`src/rtl/fetch_pkg.sv`:
```
// rtl/fetch_pkg.sv - shared types and constants for the fetch redirect unit
package fetch_pkg;

  localparam logic [6:0] OPCODE_BRANCH = 7'b1100011;

  typedef struct packed {
    logic [31:0] pc;
    logic [31:0] instr;
    logic        pred;
    logic [31:0] fallthru;
  } entry_t;

  typedef enum logic {
    RUN      = 1'b0,
    REDIRECT = 1'b1
  } state_t;

  function automatic logic [31:0] b_offset(input logic [31:0] i);
    return {{19{i[31]}}, i[31], i[7], i[30:25], i[11:8], 1'b0};
  endfunction

endpackage

```
`src/rtl/pred_queue.sv`:
```
// rtl/pred_queue.sv - FIFO of in-flight predicted branches, flush clears everything
module pred_queue
  import fetch_pkg::*;
#(
  parameter int DEPTH = 4
) (
  input  logic   clk,
  input  logic   rstN,
  input  logic   push,
  input  logic   pop,
  input  logic   flush,
  input  entry_t push_data,
  output entry_t head,
  output logic   full,
  output logic   empty
);

  localparam int AW = $clog2(DEPTH);
  localparam int CW = AW + 1;

  entry_t          mem [DEPTH];
  logic [AW-1:0]   wr_ptr;
  logic [AW-1:0]   rd_ptr;
  logic [CW-1:0]   count;
  logic            do_push;
  logic            do_pop;

  // a full queue still accepts a push when the head leaves in the same cycle
  assign do_pop  = pop && !empty;
  assign do_push = push && (!full || do_pop);

  always_ff @(posedge clk or negedge rstN) begin
    if (!rstN) begin
      wr_ptr <= '0;
      rd_ptr <= '0;
      count  <= '0;
    end else if (flush) begin
      wr_ptr <= '0;
      rd_ptr <= '0;
      count  <= '0;
    end else begin
      if (do_push) wr_ptr <= wr_ptr + 1'b1;
      if (do_pop)  rd_ptr <= rd_ptr + 1'b1;
      case ({do_push, do_pop})
        2'b10:   count <= count + 1'b1;
        2'b01:   count <= count - 1'b1;
        default: count <= count;
      endcase
    end
  end

  always_ff @(posedge clk) begin
    if (do_push && !flush) mem[wr_ptr] <= push_data;
  end

  assign head  = mem[rd_ptr];
  assign full  = (count == CW'(DEPTH));
  assign empty = (count == '0);

endmodule

```
`src/rtl/fetch_redirect_unit.sv`:
```
// rtl/fetch_redirect_unit.sv - PC generation with branch prediction queue and mispredict redirect
// Optional FETCH_STATS_EN adds saturating branch/mispredict counters.
module fetch_redirect_unit
  import fetch_pkg::*;
#(
  parameter logic [31:0] RESET_PC    = 32'h0000_0000,
  parameter int          QUEUE_DEPTH = 4
) (
  input  logic        clk,
  input  logic        rstN,
  input  logic        stall,
  input  logic [31:0] instr,
  input  logic        predictBranch,
  input  logic        resolveValid,
  input  logic        resolveTaken,
  input  logic [31:0] resolveTarget,
  output logic [31:0] pc,
  output logic        fetchValid,
  output logic [31:0] currInstr,
  output logic [31:0] prevInstr,
  output logic        branchTaken,
  output logic        trainValid,
  output logic        mispredict,
  output logic        queueFull,
  output logic [15:0] branchCount,
  output logic [15:0] mispredictCount
);

  state_t      state_q, state_d;
  logic [31:0] pc_d;
  logic        started;
  logic        is_branch;
  logic        push;
  logic        pop;
  logic        mis;
  logic        block;
  logic        empty;
  logic [31:0] redirect_pc;
  entry_t      head;
  entry_t      push_data;

  assign currInstr   = instr;
  assign is_branch   = (instr[6:0] == OPCODE_BRANCH);
  assign pop         = resolveValid && !empty;
  assign mis         = pop && (resolveTaken != head.pred);
  assign block       = is_branch && queueFull && !(pop && !mis);
  assign redirect_pc = resolveTaken ? resolveTarget : head.fallthru;
  assign mispredict  = (state_q == REDIRECT);

  assign push_data.pc       = pc;
  assign push_data.instr    = instr;
  assign push_data.pred     = predictBranch;
  assign push_data.fallthru = pc + 32'd4;

  pred_queue #(.DEPTH(QUEUE_DEPTH)) u_queue (
    .clk       (clk),
    .rstN      (rstN),
    .push      (push),
    .pop       (pop),
    .flush     (mis),
    .push_data (push_data),
    .head      (head),
    .full      (queueFull),
    .empty     (empty)
  );

  always_ff @(posedge clk or negedge rstN) begin
    if (!rstN) state_q <= RUN;
    else       state_q <= state_d;
  end

  always_comb begin
    state_d    = state_q;
    pc_d       = pc;
    push       = 1'b0;
    fetchValid = 1'b0;
    case (state_q)
      RUN: begin
        if (started && !stall && !block) begin
          fetchValid = 1'b1;
          push       = is_branch;
          pc_d       = (is_branch && predictBranch) ? pc + b_offset(instr) : pc + 32'd4;
        end
      end
      REDIRECT: state_d = RUN;
      default:  state_d = RUN;
    endcase
    // a mispredict wins over stall and drops whatever was fetched this cycle
    if (mis) begin
      state_d = REDIRECT;
      pc_d    = redirect_pc;
      push    = 1'b0;
    end
  end

  always_ff @(posedge clk or negedge rstN) begin
    if (!rstN) begin
      pc          <= RESET_PC;
      started     <= 1'b0;
      trainValid  <= 1'b0;
      prevInstr   <= '0;
      branchTaken <= 1'b0;
    end else begin
      pc         <= pc_d;
      started    <= 1'b1;
      trainValid <= pop;
      if (pop) begin
        prevInstr   <= head.instr;
        branchTaken <= resolveTaken;
      end
    end
  end

  stored_fallthru_consistent: assert property (@(posedge clk) disable iff (!rstN)
    !empty |-> head.fallthru == head.pc + 32'd4);

`ifdef FETCH_STATS_EN
  logic [15:0] branch_cnt;
  logic [15:0] mis_cnt;

  always_ff @(posedge clk or negedge rstN) begin
    if (!rstN) begin
      branch_cnt <= '0;
      mis_cnt    <= '0;
    end else begin
      if (push && branch_cnt != 16'hFFFF) branch_cnt <= branch_cnt + 16'd1;
      if (mis && mis_cnt != 16'hFFFF)     mis_cnt    <= mis_cnt + 16'd1;
    end
  end

  assign branchCount     = branch_cnt;
  assign mispredictCount = mis_cnt;
`else
  assign branchCount     = '0;
  assign mispredictCount = '0;
`endif

endmodule

```
`config.mk`:
```
export PLATFORM = sky130hd
export DESIGN_NAME = fetch_redirect_unit
export DESIGN_NICKNAME = d
export VERILOG_FILES = /design/src/rtl/fetch_pkg.sv /design/src/rtl/pred_queue.sv /design/src/rtl/fetch_redirect_unit.sv
export SDC_FILE = /design/constraint.sdc
export NUM_CORES = 1
export LEC_CHECK = 0
export ABC_AREA = 0
export BUFFER_PORTS_ARGS = -buffer_cell sky130_fd_sc_hd__buf_4
export CAP_MARGIN = 20
export CORE_ASPECT_RATIO = 2
export CORE_UTILIZATION = 33
export DETAILED_ROUTE_END_ITERATION = 7
export GPL_TIMING_DRIVEN = 0
export HOLD_SLACK_MARGIN = 0.03
export PLACE_DENSITY_LB_ADDON = 0.3
export SYNTH_ARGS = -nofsm -noshare
export SYNTH_HDL_FRONTEND = slang
export SYNTH_HIERARCHICAL = 1
export SYNTH_SLANG_ARGS = --single-unit
```
`constraint.sdc`:
```
create_clock -name clk -period 7.2 [get_ports clk]
set_clock_uncertainty 0.15 [all_clocks]
set_input_delay 1.44 -clock clk [delete_from_list [all_inputs] [get_ports clk]]
set_output_delay 1.44 -clock clk [all_outputs]
set_load 0.01 [all_outputs]
```
* Word level (Yosys, flattened, before mapping)
Memory sizes are Yosys's and may differ from the RTL's.
Index checks and enable logic that the tools add are counted.
** Word-level totals
- Memory bits (writable) :: 388
- Input bits :: 70
- Bits in registers :: 75
- Output and inout bits :: 133
- Memories :: 1
- Word-level logic and storage cells :: 65
** Operators by class
- Reductions and logical operators :: 24
- Equality and inequality tests :: 6
- Muxes and demuxes :: 19
- Add/sub/neg operators :: 6
** Memories
- u_queue.mem :: depth 4, width 97, rd ports 1, clocked after Yosys merged registers in 0, wr ports 1, RTL line pred_queue.sv:21 : entry_t mem [DEPTH];
** Operators with widths (number)
- 2-to-1 mux 32 bit :: 5
- adder 32 x 3 -> 32 bit (second input constant) :: 1
- adder 32 bit :: 1
- logical AND 1 bit :: 11
- 2-to-1 mux 1 bit :: 8
- 2-to-1 mux 2 bit :: 4
- == test 7 bit (second input constant) :: 1
- zero test 1 bit :: 6
- case mux 3 bit (2 select lines) :: 1
- nonzero test 2 bit :: 3
- adder 2 x 1 -> 2 bit (second input constant) :: 2
- adder 3 x 1 -> 3 bit (second input constant) :: 1
- == test 3 bit (second input constant) :: 1
- zero test 3 bit :: 1
- 2-to-1 mux 3 bit :: 1
- nonzero test 3 bit :: 1
- subtractor 3 x 1 -> 3 bit (second input constant) :: 1
- == test 2 x 1 -> 1 bit (second input constant) :: 1
- == test 2 bit (second input constant) :: 1
- inequality test 2 x 1 -> 1 bit (second input constant) :: 1
- AND reduction 2 bit :: 1
- logical OR 1 bit :: 1
- inequality test 1 bit :: 1

* Logic depth before layout (Yosys ltp)
- Word-level depth :: 17
- Gate-level depth with buffers :: 18
- Depth with buffers taken out :: 14

* Hierarchy
Netlist, hierarchy kept.
** Modules (own cells, without submodules)
- pred_queue :: cells an instance 574, seq. area each 11826.3 um^2, times used 1, area each 14555.2 um^2
- fetch_redirect_unit :: cells an instance 734, seq. area each 1701.6 um^2, times used 1, area each 6333.6 um^2

* Least setup slack after synthesis
OpenSTA, ideal clock, no wires.
- Path kind :: in2reg
- Start point :: input resolveValid
- End point :: memory u_queue/mem[0][0] in the netlist's numbering, enable pin
- Data required time :: 6.583 ns
- Stages :: 10
- Arrival :: 5.324 ns
- Path slack :: 1.259 ns
- Library setup time :: 0.467 ns
- Buffers on the path :: 3
- Path through :: nor2b_1 clkbuf_1 nand2_1 a31o_2 inv_1 buf_2 and3_1 buf_2 o211a_1 and2_1
** Between the ends
- Longest elaborated chain between the ends :: 15
- Elaborated cells between the ends (all ways) :: 17
- Classes of those cells :: mux: 5; reduce/logical: 12
** Ends and longest elaborated chain
- from (decl) :: RTL line fetch_redirect_unit.sv:14 : input logic resolveValid,
- logical AND 1 bit (*) :: RTL line fetch_redirect_unit.sv:44 : assign pop = resolveValid && !empty;
- logical AND 1 bit :: RTL line fetch_redirect_unit.sv:45 : assign mis = pop && (resolveTaken != head.pred);
- zero test 1 bit :: RTL line fetch_redirect_unit.sv:46 : assign block = is_branch && queueFull && !(pop && !mis);
- logical AND 1 bit :: RTL line fetch_redirect_unit.sv:46
- zero test 1 bit :: RTL line fetch_redirect_unit.sv:46
- logical AND 1 bit :: RTL line fetch_redirect_unit.sv:46
- zero test 1 bit :: RTL line fetch_redirect_unit.sv:79 : if (started && !stall && !block) begin
- logical AND 1 bit :: RTL line fetch_redirect_unit.sv:79
- 2-to-1 mux 1 bit :: RTL line fetch_redirect_unit.sv:79
- 2-to-1 mux 1 bit :: RTL line fetch_redirect_unit.sv:77 : case (state_q)
- 2-to-1 mux 1 bit (*) :: RTL line fetch_redirect_unit.sv:89 : if (mis) begin
- named net push :: RTL line fetch_redirect_unit.sv:33 : logic push;
- logical AND 1 bit (*) :: RTL line pred_queue.sv:30 : assign do_push = push && (!full || do_pop);
- logical AND 1 bit (*) :: RTL line pred_queue.sv:53 : if (do_push && !flush) mem[wr_ptr] <= push_data;
- 2-to-1 mux 1 bit (*) :: RTL line pred_queue.sv:53
- 2-to-1 mux 1 bit (implied by the code) (*) :: RTL line pred_queue.sv:53
- to (decl) :: RTL line pred_queue.sv:21
Mark *: on every way through the listed nets, which the timed path passes. The rest lies on a longest branch.

==> results.tsv <==
stage	metric	value	unit
status	status	finished clean	
worst_hold_path	Hold Path Class	reg2reg	
setup_path	FF-to-FF End	u_queue/count[1]	
layout	commonest non-fill, non-tap cell in the layout	buf_4	
power_and_ir_drop	power density over cell area	358.8	nW/um^2
sta	Final Max Tran Viols	0	
placed_design	Port Buffers	169	
layout	Final Util	40.41	%
layout	commonest cells after routing, fill and taps aside	buf_4, edfxtp_1, dfrtp_1, mux4_2, a21oi_1	
flow_run	total of max-cap violations	0	
setup_path	worst r2r src	u_queue/rd_ptr[1]	
floorplanning	Starting Density	33.60	%
sta	Worst Tran Pin Value	1.125	ns
global_route	global route overflow	0	
floorplanning	core area	48500	sq um
clocking	H-tree Lvls	1	
drt	DR pass1 iterations	5	
sta	Final setup viols	0	
global_route	M1 GR Usage	18.12	%
clocking	Sink Count	335	
global_route	busiest grt layer	met2	
setup_path	Crit. End Element	output port	
global_route	initial antenna violation count	2	
sta	RSZ-0062 raised after global routing	false	
setup_path	critical path arrival	3.65	ns
clocking	Clock Path Buffers	3	
synthesis	syn_area_per_cell	14.25	sq um
global_route	gr usage total	18.11	%
drt	Via density	5.057	
drt	wire length per cell	22.30	microns
global_route	first-pass GRT wire length	67340	microns
clocking	Skew-Pair Late Insertion Delay	0.57	ns
global_route	vias in the first global route	10870	
floorplanning	num rows	114	
worst_hold_path	WHS Endpoint	prevInstr[11]	
drt	Routed Antenna Nets	0	
setup_path	critical path type	reg2out	
clocking	Clock transition at path regs	0.07	ns
layout	share of cells above drive strength 1	32.57	%
layout	Area Growth Syn to Fin	20.25	%
synthesis	Yosys warnings	6	
drt	vias	10330	
setup_path	Setup crit start	u_queue/rd_ptr[1]	
synthesis	synthesized cell area	16300	sq um
global_route	largest net degree at the start of global routing	56	
setup_path	CP Data Required Time	5.61	ns
clocking	post-CTS sizing	0	
global_route	grt met2 use	36.21	%
placed_design	GP Congestion	0.9406	
floorplanning	# IOs	203	
setup_path	reg-to-reg setup timing slack	2.27	ns
synthesis	synthesized instance count	1144	
clocking	Clock Root Buffer	clkbuf_16	
worst_hold_path	Hold Path Cell Cnt	1	
worst_hold_path	HP Start	prevInstr[11]	
clocking	TritonCTS clock tree	yes	
setup_path	Crit Path Max Fanout	10	
sta	Final Hold Fails	0	
setup_path	CP Launch Type	register	
drt	initial DRC count	517	
power_and_ir_drop	worst vdd ir	155.3	uV
drt	DRC viols	0	
drt	Total Routed Length	45550	microns
clocking	CTS Buf Count	29	
floorplanning	chip width	159.1	microns
floorplanning	DIE HEIGHT	316.3	microns
sta	Period minus WS final	5.239	ns
sta	Final Cycle Share	72.77	%
floorplanning	die area	50330	sq um
clocking	post-CTS setup buffer count	0	
sta	setup TNS	0	ns
sta	FMAX	0.1909	GHz
placed_design	detailed placement HPWL	33050	microns
power_and_ir_drop	Lkg Pwr	7.352	nW
setup_path	R2R cell count	17	
sta	Relative slew margins	24.99	%
layout	fillcell total	4591	
clocking	Post-CTS Hold Buffers	0	
layout	NumNets Final	1488	
global_route	GR Layer Usage met3	2.067	%
-- layout make-up --
class / instances / area [sq um] / share of cell area (%)
diodes: 1 / 2.502 / 0.01277
plain buffers: 151 / 999.7 / 5.101
clock buffers: 35 / 748.2 / 3.818
clock inverters: 18 / 203.9 / 1.041
inverters: 20 / 75.07 / 0.3831
multi-input cells: 669 / 5664 / 28.90
flip-flops and latches: 335 / 9684 / 49.42
well taps: 638 / 798.3 / 4.073
repair buffers: 175 / 1421 / 7.253
-- power breakdown --
part / total (mW) / switching (mW) / internal (mW)
Combinational: 2.80 / 1.46 / 1.34
Sequential: 2.64 / 0.255 / 2.39
Clock: 1.59 / 0.703 / 0.887
Total: 7.03 / 2.41 / 4.62
-- worst max-delay path: stages (launching register included) --
cell	delay (ns)
dfrtp_1	0.32
buf_2	0.24
clkbuf_1	0.58
mux4_2	0.46
xnor2_1	0.22
nand2_1	0.08
a31o_2	0.33
inv_1	0.24
buf_2	0.41
buf_4	0.21
-- sequential cells by signal, indices dropped and copies added (netlist names), 2 cells and up --
| register | cells |
|---|---|
| u_queue/wr_ptr | 2 |
| u_queue/rd_ptr | 2 |
| u_queue/mem | 260 |
| prevInstr | 32 |
| pc | 32 |
| u_queue/count | 3 |
-- stage by stage --
stage,instances,power [mW],setup WS [ns],cell area (sq um),hold WS (ns)
5_1_grt,2041,7.416,1.789,19600,0.3727
2_1_floorplan,1175,4.507,2.010,16410,0.3471
3_3_place_gp,1982,5.439,-0.5554,18480,0.3412
6_report,2042,7.032,1.961,19600,0.3571
4_1_cts,2041,7.102,1.909,19600,0.3624
3_5_place_dp,1988,5.497,1.732,18640,0.3473
-- worst max-delay path by stage --
| stage | end | slack (ns) | depth (start not counted) |
|---|---|---|---|
| after floorplan | u_queue/mem[0][0] | 2.01 | 10 |
| after global placement | u_queue/mem[0][26] | -0.56 | 11 |
| after detailed placement | u_queue/mem[1][26] | 1.73 | 12 |
| after CTS | fetchValid | 1.91 | 9 |
| after global routing | fetchValid | 1.79 | 9 |
| final | fetchValid | 1.96 | 9 |
-- per-layer routing --
metal,wire (microns),vias up
met4,2269,2
met2,25840,322
met5,11,-
li1,-,4712
met3,1848,114
met1,15570,5176
Power figures use the tool's default switching activity.
